[src/rtl/counter_read_snapshot_if.sv]
// Register-bus side of the counter read path: decoder strobes in, read data
// and snapshot status out.
//
// Handshake: each *_sel strobe is a single-cycle request sampled at a sys_clk
// edge. There is no back-pressure (the block is always ready). rd_ack pulses
// high for exactly one cycle, one cycle after a read strobe, and rdata_cnt is
// valid while rd_ack is high. rdata_cnt holds its last value otherwise.
interface counter_read_snapshot_if;
  logic        tdr0_rd_sel;
  logic        tdr1_rd_sel;
  logic        tdr0_wr_sel;
  logic        tdr1_wr_sel;
  logic [31:0] rdata_cnt;
  logic        rd_ack;
  logic        snap_valid;
  logic        snap_miss;

  // Register decoder side: issues strobes, receives read data and status.
  modport master (
    output tdr0_rd_sel, tdr1_rd_sel, tdr0_wr_sel, tdr1_wr_sel,
    input  rdata_cnt, rd_ack, snap_valid, snap_miss
  );

  // Snapshot block side.
  modport slave (
    input  tdr0_rd_sel, tdr1_rd_sel, tdr0_wr_sel, tdr1_wr_sel,
    output rdata_cnt, rd_ack, snap_valid, snap_miss
  );
endinterface

[src/rtl/counter_read_snapshot.sv]
// Read-side companion to the 64-bit timer counter. A TDR0 read returns the
// low word and latches the high word into a shadow register so that the
// following TDR1 read sees a value coherent with the low word, even if a
// carry into the high word happened in between. The shadow expires after
// HOLD_TIMEOUT idle cycles (0 = never) or on any write to TDR0/TDR1.
module counter_read_snapshot #(
  parameter int unsigned HOLD_TIMEOUT = 1024,
  parameter int unsigned TO_W         = 11
) (
  input  logic                      sys_clk,
  input  logic                      sys_rst,
  input  logic [63:0]               cnt,
  counter_read_snapshot_if.slave    bus,
  output logic                      state_dbg
);

  typedef enum logic {
    IDLE = 1'b0,
    HELD = 1'b1
  } state_t;

  // Last idle count before expiry; unused when HOLD_TIMEOUT is 0.
  localparam logic [TO_W-1:0] TO_LAST =
    TO_W'((HOLD_TIMEOUT == 0) ? 0 : HOLD_TIMEOUT - 1);
  localparam logic [TO_W-1:0] TO_MAX  = '1;

  state_t          state_q, state_d;
  logic [31:0]     shadow_q, shadow_d;
  logic [TO_W-1:0] to_q, to_d;
  logic [31:0]     rdata_q, rdata_d;
  logic            ack_q, ack_d;
  logic            miss_q, miss_d;

  logic rd0;
  logic rd1;
  logic any_wr;
  logic any_strobe;

  // TDR0 read wins over a same-cycle TDR1 read.
  assign rd0        = bus.tdr0_rd_sel;
  assign rd1        = bus.tdr1_rd_sel & ~bus.tdr0_rd_sel;
  assign any_wr     = bus.tdr0_wr_sel | bus.tdr1_wr_sel;
  assign any_strobe = bus.tdr0_rd_sel | bus.tdr1_rd_sel | any_wr;

  // Next-state, read-data and status decode.
  always_comb begin
    state_d  = state_q;
    shadow_d = shadow_q;
    to_d     = '0;
    rdata_d  = rdata_q;
    ack_d    = rd0 | rd1;
    miss_d   = miss_q;

    // Read data: the shadow is only returned for a clean TDR1 read in HELD;
    // any write in the same cycle makes the read fall back to the live value.
    if (rd0) begin
      rdata_d = cnt[31:0];
    end else if (rd1) begin
      if ((state_q == HELD) && !any_wr) begin
        rdata_d = shadow_q;
      end else begin
        rdata_d = cnt[63:32];
      end
    end

    // Sticky miss flag: a TDR1 read with no snapshot pending.
    if (rd0) begin
      miss_d = 1'b0;
    end else if (rd1 && (state_q == IDLE)) begin
      miss_d = 1'b1;
    end

    case (state_q)
      IDLE: begin
        if (rd0 && !any_wr) begin
          state_d  = HELD;
          shadow_d = cnt[63:32];
        end
      end
      HELD: begin
        if (any_wr) begin
          state_d = IDLE;
        end else if (rd0) begin
          shadow_d = cnt[63:32];
        end else if (rd1) begin
          state_d = IDLE;
        end else if (!any_strobe) begin
          if ((HOLD_TIMEOUT != 0) && (to_q == TO_LAST)) begin
            state_d = IDLE;
          end else if (to_q != TO_MAX) begin
            to_d = to_q + 1'b1;
          end else begin
            to_d = to_q;
          end
        end
      end
      default: begin
        state_d = IDLE;
      end
    endcase
  end

  // State, shadow, timeout and output registers.
  always_ff @(posedge sys_clk) begin
    if (sys_rst) begin
      state_q  <= IDLE;
      shadow_q <= '0;
      to_q     <= '0;
      rdata_q  <= '0;
      ack_q    <= 1'b0;
      miss_q   <= 1'b0;
    end else begin
      state_q  <= state_d;
      shadow_q <= shadow_d;
      to_q     <= to_d;
      rdata_q  <= rdata_d;
      ack_q    <= ack_d;
      miss_q   <= miss_d;
    end
  end

  assign bus.rdata_cnt  = rdata_q;
  assign bus.rd_ack     = ack_q;
  assign bus.snap_valid = (state_q == HELD);
  assign bus.snap_miss  = miss_q;
  assign state_dbg      = state_q;

endmodule
[src/flat_wrapper.sv]
// flat-port wrapper written by rule: the top's interface ports become plain ports
module counter_read_snapshot_flat 
#(
  parameter int unsigned HOLD_TIMEOUT = 1024,
  parameter int unsigned TO_W         = 11
)
  (sys_clk, sys_rst, cnt, state_dbg, bus_tdr0_rd_sel, bus_tdr1_rd_sel, bus_tdr0_wr_sel, bus_tdr1_wr_sel, bus_rdata_cnt, bus_rd_ack, bus_snap_valid, bus_snap_miss);
  counter_read_snapshot_if bus_i ();
  input  logic sys_clk;
  input  logic sys_rst;
  input  logic [63:0] cnt;
  output logic state_dbg;
  input wire logic [$bits(bus_i.tdr0_rd_sel)-1:0] bus_tdr0_rd_sel;
  input wire logic [$bits(bus_i.tdr1_rd_sel)-1:0] bus_tdr1_rd_sel;
  input wire logic [$bits(bus_i.tdr0_wr_sel)-1:0] bus_tdr0_wr_sel;
  input wire logic [$bits(bus_i.tdr1_wr_sel)-1:0] bus_tdr1_wr_sel;
  output wire logic [$bits(bus_i.rdata_cnt)-1:0] bus_rdata_cnt;
  output wire logic [$bits(bus_i.rd_ack)-1:0] bus_rd_ack;
  output wire logic [$bits(bus_i.snap_valid)-1:0] bus_snap_valid;
  output wire logic [$bits(bus_i.snap_miss)-1:0] bus_snap_miss;
  assign bus_i.tdr0_rd_sel = bus_tdr0_rd_sel;
  assign bus_i.tdr1_rd_sel = bus_tdr1_rd_sel;
  assign bus_i.tdr0_wr_sel = bus_tdr0_wr_sel;
  assign bus_i.tdr1_wr_sel = bus_tdr1_wr_sel;
  assign bus_rdata_cnt = bus_i.rdata_cnt;
  assign bus_rd_ack = bus_i.rd_ack;
  assign bus_snap_valid = bus_i.snap_valid;
  assign bus_snap_miss = bus_i.snap_miss;
  counter_read_snapshot #(.HOLD_TIMEOUT(HOLD_TIMEOUT), .TO_W(TO_W)) u_core (.sys_clk(sys_clk), .sys_rst(sys_rst), .cnt(cnt), .bus(bus_i), .state_dbg(state_dbg));
endmodule
[config.mk]
export PLATFORM = sky130hd
export DESIGN_NAME = counter_read_snapshot_flat
export DESIGN_NICKNAME = d
export VERILOG_FILES = /design/src/rtl/counter_read_snapshot_if.sv /design/src/rtl/counter_read_snapshot.sv /design/src/flat_wrapper.sv
export SDC_FILE = /design/constraint.sdc
export NUM_CORES = 1
export LEC_CHECK = 0
export CAP_MARGIN = 10
export CORE_ASPECT_RATIO = 1.1
export CORE_MARGIN = 3
export CORE_UTILIZATION = 50
export DETAILED_ROUTE_END_ITERATION = 7
export GPL_TIMING_DRIVEN = 1
export PLACE_DENSITY = 0.85
export SYNTH_ARGS = -nofsm -noshare
export SYNTH_HDL_FRONTEND = slang
export SYNTH_SLANG_ARGS = --single-unit
[constraint.sdc]
create_clock -name sys_clk -period 4 [get_ports sys_clk]
set_input_delay 0.8 -clock sys_clk [delete_from_list [all_inputs] [get_ports sys_clk]]
set_output_delay 0.8 -clock sys_clk [all_outputs]
set_load 0.02 [all_outputs]
Word-level counts from Yosys, hierarchy flattened
Index checks and enable logic that the tools add are counted.
{ "op_classes": {"n_addsub": 1, "eq_ne": 5, "n_mux": 14, "n_bitwise": 7, "n_reduce_logical": 8} }
{ "ops": {"columns": ["operator", "count"], "rows": [
  ["$mux 32", 6],
  ["$pmux 32 s2", 1],
  ["$add 11x1->11 const B", 1],
  ["$eq 11x10->1 const B", 1],
  ["$ne 11x11->1 const B", 1],
  ["$reduce_or 7->1", 1],
  ["$mux 1", 6],
  ["$ne 2x2->1 const B", 3],
  ["$or 1x1->1", 4],
  ["$logic_and 1x1->1", 3],
  ["$reduce_and 3->1", 1],
  ["$not 1->1", 2],
  ["$pmux 1 s2", 1],
  ["$reduce_bool 2->1", 1],
  ["$reduce_or 2->1", 1],
  ["$and 1x1->1", 1],
  ["$logic_not 1->1", 1]
]} }
{ "word_totals": {"reg_bits": 78, "input_bits": 70, "word_cells": 41} }

Longest topological paths before layout
Gate-level depths: netlist of the first run.
{ "depth": {"depth_word": 7, "ltp_mapped": 6, "ltp_nobuf": 5} }

Worst setup path after synthesis of the first run
Ideal clock, no wire load.
{ "synth_path": {"kind": "input-to-reg", "from": "input port bus_tdr1_wr_sel", "to": "register u_core.to_q[6]", "arrival_ns": 2.122, "t_required_ns": 3.927, "slack_ns": 1.805, "stages": 5, "cell_sequence": "or3b_1 > buf_2 > or4_1 > buf_2 > nor3_2"} }
{ "synth_via": {"elab_chain_len": 3} }
{ "synth_lines": {"columns": ["item", "line_no", "source"], "rows": [
  ["start, declared", "flat_wrapper.sv:16", "input wire logic [$bits(bus_i.tdr1_wr_sel)-1:0] bus_tdr1_wr_sel;"],
  ["$or 1x1->1 (*)", "counter_read_snapshot.sv:42", "assign any_wr = bus.tdr0_wr_sel | bus.tdr1_wr_sel;"],
  ["$or 1x1->1", "counter_read_snapshot.sv:43", "assign any_strobe = bus.tdr0_rd_sel | bus.tdr1_rd_sel | any_wr;"],
  ["$reduce_or 7->1 (no source line) (*)", null, null],
  ["end signal, assigned", "counter_read_snapshot.sv:115", "to_q <= to_d;"],
  ["end, declared", "counter_read_snapshot.sv:29", "logic [TO_W-1:0] to_q, to_d;"]
]} }
Mark *: on every way between the ends. The rest lies on a longest branch, timed or not.
A chain may end at the register's enable or synchronous reset.

Worst setup path after layout of the first run
{ "layout_path": {"from": "input port bus_tdr1_wr_sel", "to": "register u_core.to_q[4]"} }
The elaborated chain is that of the path after synthesis.

==> results of run 1 <==
[power groups by stage]
stage          combinational (uW)  sequential (uW)  clock [uW]
6_report                      270              828         599
5_1_grt                       292              833         643
4_1_cts                       271              828         607
3_5_place_dp                  270              846           0
3_3_place_gp                  264              845           0
2_1_floorplan                 101              873           0
[stage by stage]
step | instance area (um^2) | power [uW] | util | setup WS, ns
finish | 4680 | 1700 | 0.705 | 1.62
global route | 4680 | 1770 | 0.705 | 1.50
CTS | 4680 | 1710 | 0.705 | 1.61
detailed placement | 4480 | 1120 | 0.676 | 1.24
global placement | 4480 | 1110 | 0.676 | 1.32
floorplan | 3450 | 974 | - | 1.81
[routing by layer]
layer	routed length (um)	track usage
met5	0	0
met4	210	0.0989
met3	542	0.0652
met2	4840	0.431
met1	3770	0.262
[placed cells by master, fill, tap and decap left out, types with 3 or more instances in the layout]
cell type        Yosys  layout
nand3_1              3       3
o21ai_0              3       3
nor3_1               4       4
nor2_1              41      41
inv_1                4       4
or4_1                3       3
buf_4                1       6
clkdlybuf4s50_1      0     102
a21oi_1             72      72
dfxtp_1             78      78
nand2_1            165     165
clkbuf_8             0      10
a311o_1             32      32
buf_2                3       3
or3_1                3       3
a211oi_2             3       3
[worst max-delay path by stage]
stage / end / start / depth (start not counted)
detailed placement: u_core.to_q[6]$_SDFFE_PP0P_ / bus_tdr1_wr_sel / 4
global placement: u_core.to_q[6]$_SDFFE_PP0P_ / bus_tdr1_wr_sel / 4
global route: u_core.shadow_q[27]$_SDFFE_PP0P_ / bus_tdr1_wr_sel / 5
finish: u_core.to_q[4]$_SDFFE_PP0P_ / bus_tdr1_wr_sel / 4
floorplan: u_core.to_q[6]$_SDFFE_PP0P_ / bus_tdr1_wr_sel / 5
CTS: u_core.to_q[6]$_SDFFE_PP0P_ / bus_tdr1_wr_sel / 4
[kinds of logic (layout without fill, tap and decap cells)]
kind of cell / Yosys count / in the layout / synth area share
AND/OR/NAND/NOR: 230 / 230 / 0.269
AO/OA/AOI/OAI: 112 / 112 / 0.217
flip-flops: 78 / 78 / 0.453
buffers and inverters: 43 / 131 / 0.0490
XOR/XNOR: 2 / 2 / 0.00508
adder cells (fa/ha/maj): 1 / 1 / 0.00363
multiplexers: 1 / 1 / 0.00290
[critical path, cell delays in order]
cell and delay, ns:
clkdlybuf4s50_1 0.45, or3b_1 0.43, or4_1 0.75, a211oi_2 0.22
[flip-flops by register name, summed over array words and instances (netlist names)]
register,flops
u_core.bus.rdata_cnt,32
u_core.bus.snap_valid,1
u_core.bus.rd_ack,1
u_core.shadow_q,32
u_core.bus.snap_miss,1
u_core.to_q,11
[Yosys cell counts]
master,instances,area (um^2)
nand2_1,165,619
dfxtp_1,78,1560
a21oi_1,72,360
nor2_1,41,154
clkbuf_1,34,128
a311o_1,32,320
inv_1,4,15.0
nor3_1,4,20.0
a211oi_2,3,37.5
buf_2,3,15.0
nand3_1,3,15.0
o21ai_0,3,15.0
or3_1,3,18.8
or4_1,3,22.5
nand4_1,2,12.5
nor4_1,2,12.5
xnor2_1,2,17.5
a31oi_1,1,6.26
and2_1,1,6.26
buf_1,1,3.75
buf_4,1,7.51
ha_1,1,12.5
mux2i_1,1,10.0
nor3_2,1,10.0
nor3b_1,1,7.51
nor4b_1,1,8.76
o31ai_1,1,7.51
or2_1,1,6.26
or2_2,1,6.26
or3b_1,1,8.76
[cell type report]
type | instances | area, um^2 | area share
Clock inverter | 5 | 56.3 | 0.0120
Multi-Input combinational cell | 346 | 1720 | 0.368
Sequential cell | 78 | 1560 | 0.334
Inverter | 4 | 15.0 | 0.00321
Tap cell | 82 | 103 | 0.0219
Timing Repair Buffer | 111 | 1080 | 0.231
Clock buffer | 11 | 141 | 0.0302
==> impl_metrics.env, run 1 <==
export IMPL_worst_slew_pin_slew_ns=1.16
export IMPL_min_period_ns=2.38
export IMPL_viasPerCell=5.55
export IMPL_critical_path_max_fanout=10
export IMPL_num_vias=3533
export IMPL_critPathArrivalTime_ns=2.65
export IMPL_dr_pass1_iters=5
export IMPL_instances_no_fill=637
export IMPL_root_buffer="clkbuf_8"
export IMPL_crit_path_end_kind="register"
export IMPL_comb_power_share=0.159
export IMPL_grt_usage=0.239
export IMPL_finalMaxSlewViolations=0
export IMPL_dp_cells=621
export IMPL_p_leak_uw=0.00169
export IMPL_io_pins=106
export IMPL_critPathLaunchType="input pin"
export IMPL_clock_skew_ns=0.00833
export IMPL_netlist_instances=467
export IMPL_syn_area_per_cell_um2=7.38
export IMPL_cts_resized=0
export IMPL_grt_pass1_vias=3569
export IMPL_ys_warn_count=0
export IMPL_drc=0
export IMPL_whs_ns=0.458
export IMPL_hold_violations=0
export IMPL_antenna_found_initial=0
export IMPL_cts_buffer_depth=2
export IMPL_seq_power_share=0.488
export IMPL_initial_core_util=0.520
export IMPL_die_area_um2=7920
export IMPL_layout_drive_gt1_share=0.0541
export IMPL_rows=31
export IMPL_core_um2=6630
export IMPL_grt_ovfl_total=0
export IMPL_hpwl_um=6040
export IMPL_fillers=570
export IMPL_cp_required_ns=4.26
export IMPL_status="complete, no violations"
export IMPL_setup_violations=0
export IMPL_timing_rr_start="u_core.to_q[1]$_SDFFE_PP0P_"
export IMPL_max_cap_viol_count=0
export IMPL_r2r_end="u_core.to_q[0]$_SDFFE_PP0P_"
export IMPL_htreeDepth=3
export IMPL_reg2reg_depth=5
export IMPL_synth_seq_cells=78
export IMPL_wl_um=9360
export IMPL_clock_latency_ns=0.35
export IMPL_p_int_uw=1260
export IMPL_hold_path_class="register to register"
export IMPL_die_x_um=85.2
export IMPL_cts_tree="yes"
export IMPL_period_share=0.596
export IMPL_postCtsSetupBuffers=0
export IMPL_syn_to_final_growth_pct=35.8
export IMPL_synth_nets=538
export IMPL_critPathKind="input pin to register"
export IMPL_synth_cell_type_count=30
export IMPL_clock_sinks=78
export IMPL_ys_seq_area_frac=0.453
export IMPL_min_to="u_core.shadow_q[3]$_SDFFE_PP0P_"
export IMPL_holdPathStages=2
export IMPL_grt_pass1_wl_um=15500
export IMPL_die_y_um=93.1
export IMPL_antenna_left=0
export IMPL_clock_power_share=0.353
export IMPL_synth_area_um2=3450
export IMPL_numCtsBuffers=9
export IMPL_switching_share=0.260
export IMPL_routabilityCongestion=0.810
export IMPL_worstHoldStart="u_core.shadow_q[3]$_SDFFE_PP0P_"
export IMPL_p_switching_uw=441
export IMPL_wire_per_inst_um=14.7
export IMPL_ir_worst_vdd_v=0.000240
export IMPL_slew_headroom=0.223
export IMPL_reg2reg_setup_slack_ns=2.05
export IMPL_max_freq_mhz=419
export IMPL_grt_max_degree=67
export IMPL_final_nets=621
export IMPL_drtIter0Drc=182
export IMPL_io_buffers=105
export IMPL_rsz0062_at_grt="false"
export IMPL_ctsHoldBuffers=0
export IMPL_n_antenna_cell=0
export IMPL_final_setup_tns_ns=0
export IMPL_clk_pin_slew_worst_paths_ns=0.08
export IMPL_powerDensity_nw_per_um2=363
Note: power is estimated with default switching activity, not from simulation.
==> inputs of run 2 (changes only) <==
--- a/config.mk
+++ b/config.mk
@@ -8,10 +8,10 @@
 export CAP_MARGIN = 10
 export CORE_ASPECT_RATIO = 1.1
 export CORE_MARGIN = 3
-export CORE_UTILIZATION = 50
+export CORE_UTILIZATION = 42
 export DETAILED_ROUTE_END_ITERATION = 7
 export GPL_TIMING_DRIVEN = 1
-export PLACE_DENSITY = 0.85
+export PLACE_DENSITY = 0.76
 export SYNTH_ARGS = -nofsm -noshare
 export SYNTH_HDL_FRONTEND = slang
 export SYNTH_SLANG_ARGS = --single-unit
==> constraint.sdc (replaced) <==
create_clock -name sys_clk -period 2 [get_ports sys_clk]
set_input_delay 0.4 -clock sys_clk [delete_from_list [all_inputs] [get_ports sys_clk]]
set_output_delay 0.4 -clock sys_clk [all_outputs]
set_load 0.02 [all_outputs]
==> impl_metrics.env, run 2 (synthesized netlist as in run 1, its figures left out) <==
export IMPL_num_vias=3584
export IMPL_drc=0
export IMPL_critPathKind="input pin to register"
export IMPL_dr_wl_met3_um=512
export IMPL_cts_tree="yes"
export IMPL_cp_required_ns=2.27
export IMPL_cts_buffer_depth=2
export IMPL_wl_um=9280
export IMPL_die_area_um2=9330
export IMPL_initial_core_util=0.433
export IMPL_slew_headroom=0.533
export IMPL_final_common_cell="nand2_1"
export IMPL_reg2reg_depth=5
export IMPL_wl_met2_um=4700
export IMPL_cts_resized=0
export IMPL_hold_violations=0
export IMPL_wire_per_inst_um=13.8
export IMPL_worstHoldStart="bus_tdr0_rd_sel"
export IMPL_ctsHoldBuffers=0
export IMPL_postCtsSetupBuffers=0
export IMPL_rsz0062_at_grt="false"
export IMPL_grt_max_degree=67
export IMPL_ir_worst_vdd_v=0.000408
export IMPL_setup_slack_ns=0.172
export IMPL_io_pins=106
export IMPL_min_to="u_core.bus.snap_miss$_SDFFE_PP0P_"
export IMPL_status="complete, no violations"
export IMPL_p_leak_uw=0.00175
export IMPL_powerDensity_nw_per_um2=731
export IMPL_period_share=0.914
export IMPL_clock_skew_ns=0.00855
export IMPL_root_buffer="clkbuf_8"
export IMPL_clock_sinks=78
export IMPL_dp_slack_ns=-0.147
export IMPL_routabilityCongestion=0.796
export IMPL_r2r_end="u_core.to_q[1]$_SDFFE_PP0P_"
export IMPL_antenna_found_initial=0
export IMPL_critical_path_max_fanout=10
export IMPL_setup_violations=0
export IMPL_min_period_ns=1.83
export IMPL_wl_met1_um=3860
export IMPL_grt_ovfl_total=0
export IMPL_critPathArrivalTime_ns=2.10
export IMPL_viasPerCell=5.33
export IMPL_instances_no_fill=672
export IMPL_syn_to_final_growth_pct=40.3
export IMPL_max_cap_viol_count=0
export IMPL_worst_slew_pin_slew_ns=0.701
export IMPL_io_buffers=105
export IMPL_grt_pass1_vias=3470
export IMPL_dr_pass1_iters=4
export IMPL_max_freq_mhz=547
export IMPL_n_antenna_cell=0
export IMPL_grt_pass1_wl_um=15300
export IMPL_rows=34
export IMPL_crit_path_end_kind="register"
export IMPL_grt_usage=0.200
export IMPL_core_um2=7960
export IMPL_reg2reg_setup_slack_ns=0.23
export IMPL_holdPathStages=3
export IMPL_timing_rr_start="u_core.to_q[0]$_SDFFE_PP0P_"
export IMPL_clock_latency_ns=0.34
export IMPL_finalMaxSlewViolations=0
export IMPL_hold_path_class="input pin to register"
export IMPL_clk_pin_slew_worst_paths_ns=0.08
export IMPL_critPathLaunch="bus_tdr1_wr_sel"
export IMPL_utilization=0.608
export IMPL_drtIter0Drc=146
export IMPL_layout_drive_gt1_share=0.0691
export IMPL_final_nets=631
export IMPL_antenna_left=0
export IMPL_die_y_um=101
export IMPL_mostFrequentLayoutCells="nand2_1 (165), clkdlybuf4s50_1 (102), dfxtp_1 (78)"
export IMPL_die_x_um=92.4
export IMPL_numCtsBuffers=9
export IMPL_dp_cells=657
export IMPL_critPathLaunchType="input pin"
export IMPL_htreeDepth=3
export IMPL_top_layer_used="met4"
export IMPL_hpwl_um=6370
-- run 2: cell count changes in the layout (fill, tap and decap cells not counted), sizes merged --
cell / delta
buf: +10
bufinv: +1
clkbuf: +1
clkinv: -2
inv: -1
-- run 2: layout make-up --
type	count	area, um^2
clock buffers	12	155
clock inverters	3	67.6
fillers	772	3120
inverters	4	15.0
multi-input cells	346	1720
flip-flops and latches	78	1560
well taps	108	135
repair buffers	121	1180
-- run 2: worst max path at each step --
stage / endpoint / slack, ns / depth (start not counted)
2_1_floorplan: u_core.to_q[6]$_SDFFE_PP0P_ / 0.14 / 5
3_3_place_gp: u_core.to_q[6]$_SDFFE_PP0P_ / -0.16 / 5
3_5_place_dp: u_core.to_q[4]$_SDFFE_PP0P_ / -0.15 / 5
4_1_cts: u_core.to_q[6]$_SDFFE_PP0P_ / 0.18 / 5
5_1_grt: u_core.bus.rdata_cnt[11]$_SDFFE_PP0P_ / 0.10 / 7
6_report: u_core.to_q[6]$_SDFFE_PP0P_ / 0.17 / 5
-- run 2: per-stage QoR --
| stage | area [um^2] | total power [uW] | hold WS (ns) | TNS (ns) |
|---|---|---|---|---|
| after CTS | 4840 | 3560 | 0.351 | 0 |
| after floorplan | 3450 | 1950 | 0.437 | 0 |
| final | 4840 | 3540 | 0.363 | 0 |
| after detailed placement | 4610 | 2240 | 0.447 | -3.43 |
| after global placement | 4610 | 2230 | 0.441 | -2.61 |
| after global routing | 4840 | 3670 | 0.363 | 0 |
-- run 2: worst max-delay path, cell delays in order --
cell and delay [ns]:
clkdlybuf4s50_1 0.43, or3b_1 0.39, or4_1 0.51, buf_4 0.19
nor3_2 0.17
-- run 2: power breakdown --
| part | switching [uW] | internal [uW] |
|---|---|---|
| clock | 564 | 766 |
| combinational | 257 | 293 |
| sequential | 36.0 | 1620 |
| total | 857 | 2680 |
-- run 2: per-layer routing --
layer / vias up / track usage
met5: - / 0
met4: 0 / 0.0914
met3: 20 / 0.0396
met2: 105 / 0.355
met1: 1694 / 0.232
li1: 1765 / -
==> inputs of run 3 (changes only) <==
--- a/config.mk
+++ b/config.mk
@@ -10,7 +10,7 @@
 export CORE_MARGIN = 3
 export CORE_UTILIZATION = 42
 export DETAILED_ROUTE_END_ITERATION = 7
-export GPL_TIMING_DRIVEN = 1
+export GPL_TIMING_DRIVEN = 0
 export PLACE_DENSITY = 0.76
 export SYNTH_ARGS = -nofsm -noshare
 export SYNTH_HDL_FRONTEND = slang
==> impl_metrics.env, run 3 (synthesized netlist as in run 1, its figures left out) <==
export IMPL_status="complete, no violations"
export IMPL_die_y_um=101
export IMPL_n_antenna_cell=0
export IMPL_wire_per_inst_um=14.6
export IMPL_wl_um=10200
export IMPL_clock_sinks=78
export IMPL_hold_violations=0
export IMPL_critPathArrivalTime_ns=1.48
export IMPL_io_buffers=104
export IMPL_ir_worst_vdd_v=0.000465
export IMPL_mostFrequentLayoutCells="nand2_1 (165), clkdlybuf4s50_1 (102), dfxtp_1 (78)"
export IMPL_crit_path_end_kind="output port"
export IMPL_core_um2=7960
export IMPL_layout_drive_gt1_share=0.0578
export IMPL_viasPerCell=5.25
export IMPL_max_cap_viol_count=0
export IMPL_dp_cells=679
export IMPL_final_nets=654
export IMPL_rows=34
export IMPL_cp_required_ns=1.60
export IMPL_grt_usage=0.219
export IMPL_num_vias=3657
export IMPL_routabilityCongestion=0.814
export IMPL_drtIter0Drc=165
export IMPL_min_period_ns=1.88
export IMPL_final_common_cell="nand2_1"
export IMPL_initial_core_util=0.433
export IMPL_io_pins=106
export IMPL_slew_headroom=0.619
export IMPL_grt_pass1_wl_um=16400
export IMPL_clk_pin_slew_worst_paths_ns=0.08
export IMPL_critPathKind="register to output port"
export IMPL_drc=0
export IMPL_root_buffer="clkbuf_8"
export IMPL_antenna_found_initial=0
export IMPL_instances_no_fill=696
export IMPL_numCtsBuffers=9
export IMPL_die_x_um=92.4
export IMPL_whs_ns=0.459
export IMPL_powerDensity_nw_per_um2=702
export IMPL_ctsHoldBuffers=0
export IMPL_clock_latency_ns=0.34
export IMPL_hpwl_um=7610
export IMPL_critical_path_max_fanout=5
export IMPL_grt_max_degree=13
export IMPL_setup_violations=0
export IMPL_p_leak_uw=0.00176
export IMPL_critPathLaunchType="register"
export IMPL_antenna_left=0
export IMPL_worst_slew_pin_slew_ns=0.566
export IMPL_clock_skew_ns=0.00672
export IMPL_hold_path_class="register to register"
export IMPL_grt_ovfl_total=0
export IMPL_htreeDepth=3
export IMPL_max_freq_mhz=532
export IMPL_cts_buffer_depth=2
export IMPL_finalMaxSlewViolations=0
export IMPL_grt_pass1_vias=3555
export IMPL_period_share=0.940
export IMPL_cts_tree="yes"
export IMPL_die_area_um2=9330
export IMPL_dr_pass1_iters=4
export IMPL_syn_to_final_growth_pct=41.0
-- run 3: path summary, 6_finish.rpt --
path	from	endpoint	slack, ns	cells after the start
worst max-delay path	u_core.bus.snap_valid$_SDFF_PP0_	state_dbg	0.12	2
worst min-delay path	u_core.shadow_q[6]$_SDFFE_PP0P_	u_core.shadow_q[6]$_SDFFE_PP0P_	0.46	2
worst max register to register	u_core.to_q[0]$_SDFFE_PP0P_	u_core.to_q[0]$_SDFFE_PP0P_	0.12	5
worst min register to register	u_core.shadow_q[6]$_SDFFE_PP0P_	u_core.shadow_q[6]$_SDFFE_PP0P_	0.46	2
-- run 3: metal layers --
layer | vias up | routed length, um | track usage
li1 | 1814 | - | -
met1 | 1711 | 4170 | 0.250
met2 | 120 | 5350 | 0.407
met3 | 12 | 534 | 0.0396
met4 | 0 | 109 | 0.0754
met5 | - | 0 | 0
-- run 3: per-stage QoR --
step	worst slack [ns]	setup TNS, ns	total power (uW)	instance area (um^2)	util
after floorplan	0.143	0	1950	3450	-
after global placement	-0.560	-19.47	2250	4620	0.581
after detailed placement	-0.578	-21.19	2250	4620	0.581
after CTS	0.0172	0	3430	4830	0.607
after global routing	-0.00926	-0.0245	3530	4860	0.611
final	0.120	0	3410	4860	0.611
-- run 3: cell type report --
class / instances / area (um^2)
clock inverters: 4 / 45.0
plain buffers: 38 / 168
well taps: 108 / 135
flip-flops and latches: 78 / 1560
repair buffers: 106 / 1060
clock buffers: 12 / 155
fillers: 747 / 3100
multi-input cells: 346 / 1720
inverters: 4 / 15.0
-- run 3: where the power goes --
group	leakage, uW	switching [uW]	internal, uW
logic	0.00102	274	289
registers	0.000639	36.7	1620
clock network	0.000106	551	639
total	0.00176	861	2550
-- run 3: timing repair --
item                                    in CTS  in global routing
endpoints found under the setup margin      38                 38
gates resized for setup                      3                 18
pin swaps                                    0                  1
setup buffers                                0                  2
-- run 3: critical path: stages, from the launching register on --
cell             delay (ns)
dfxtp_1                0.41
buf_4                  0.14
clkdlybuf4s50_1        0.59
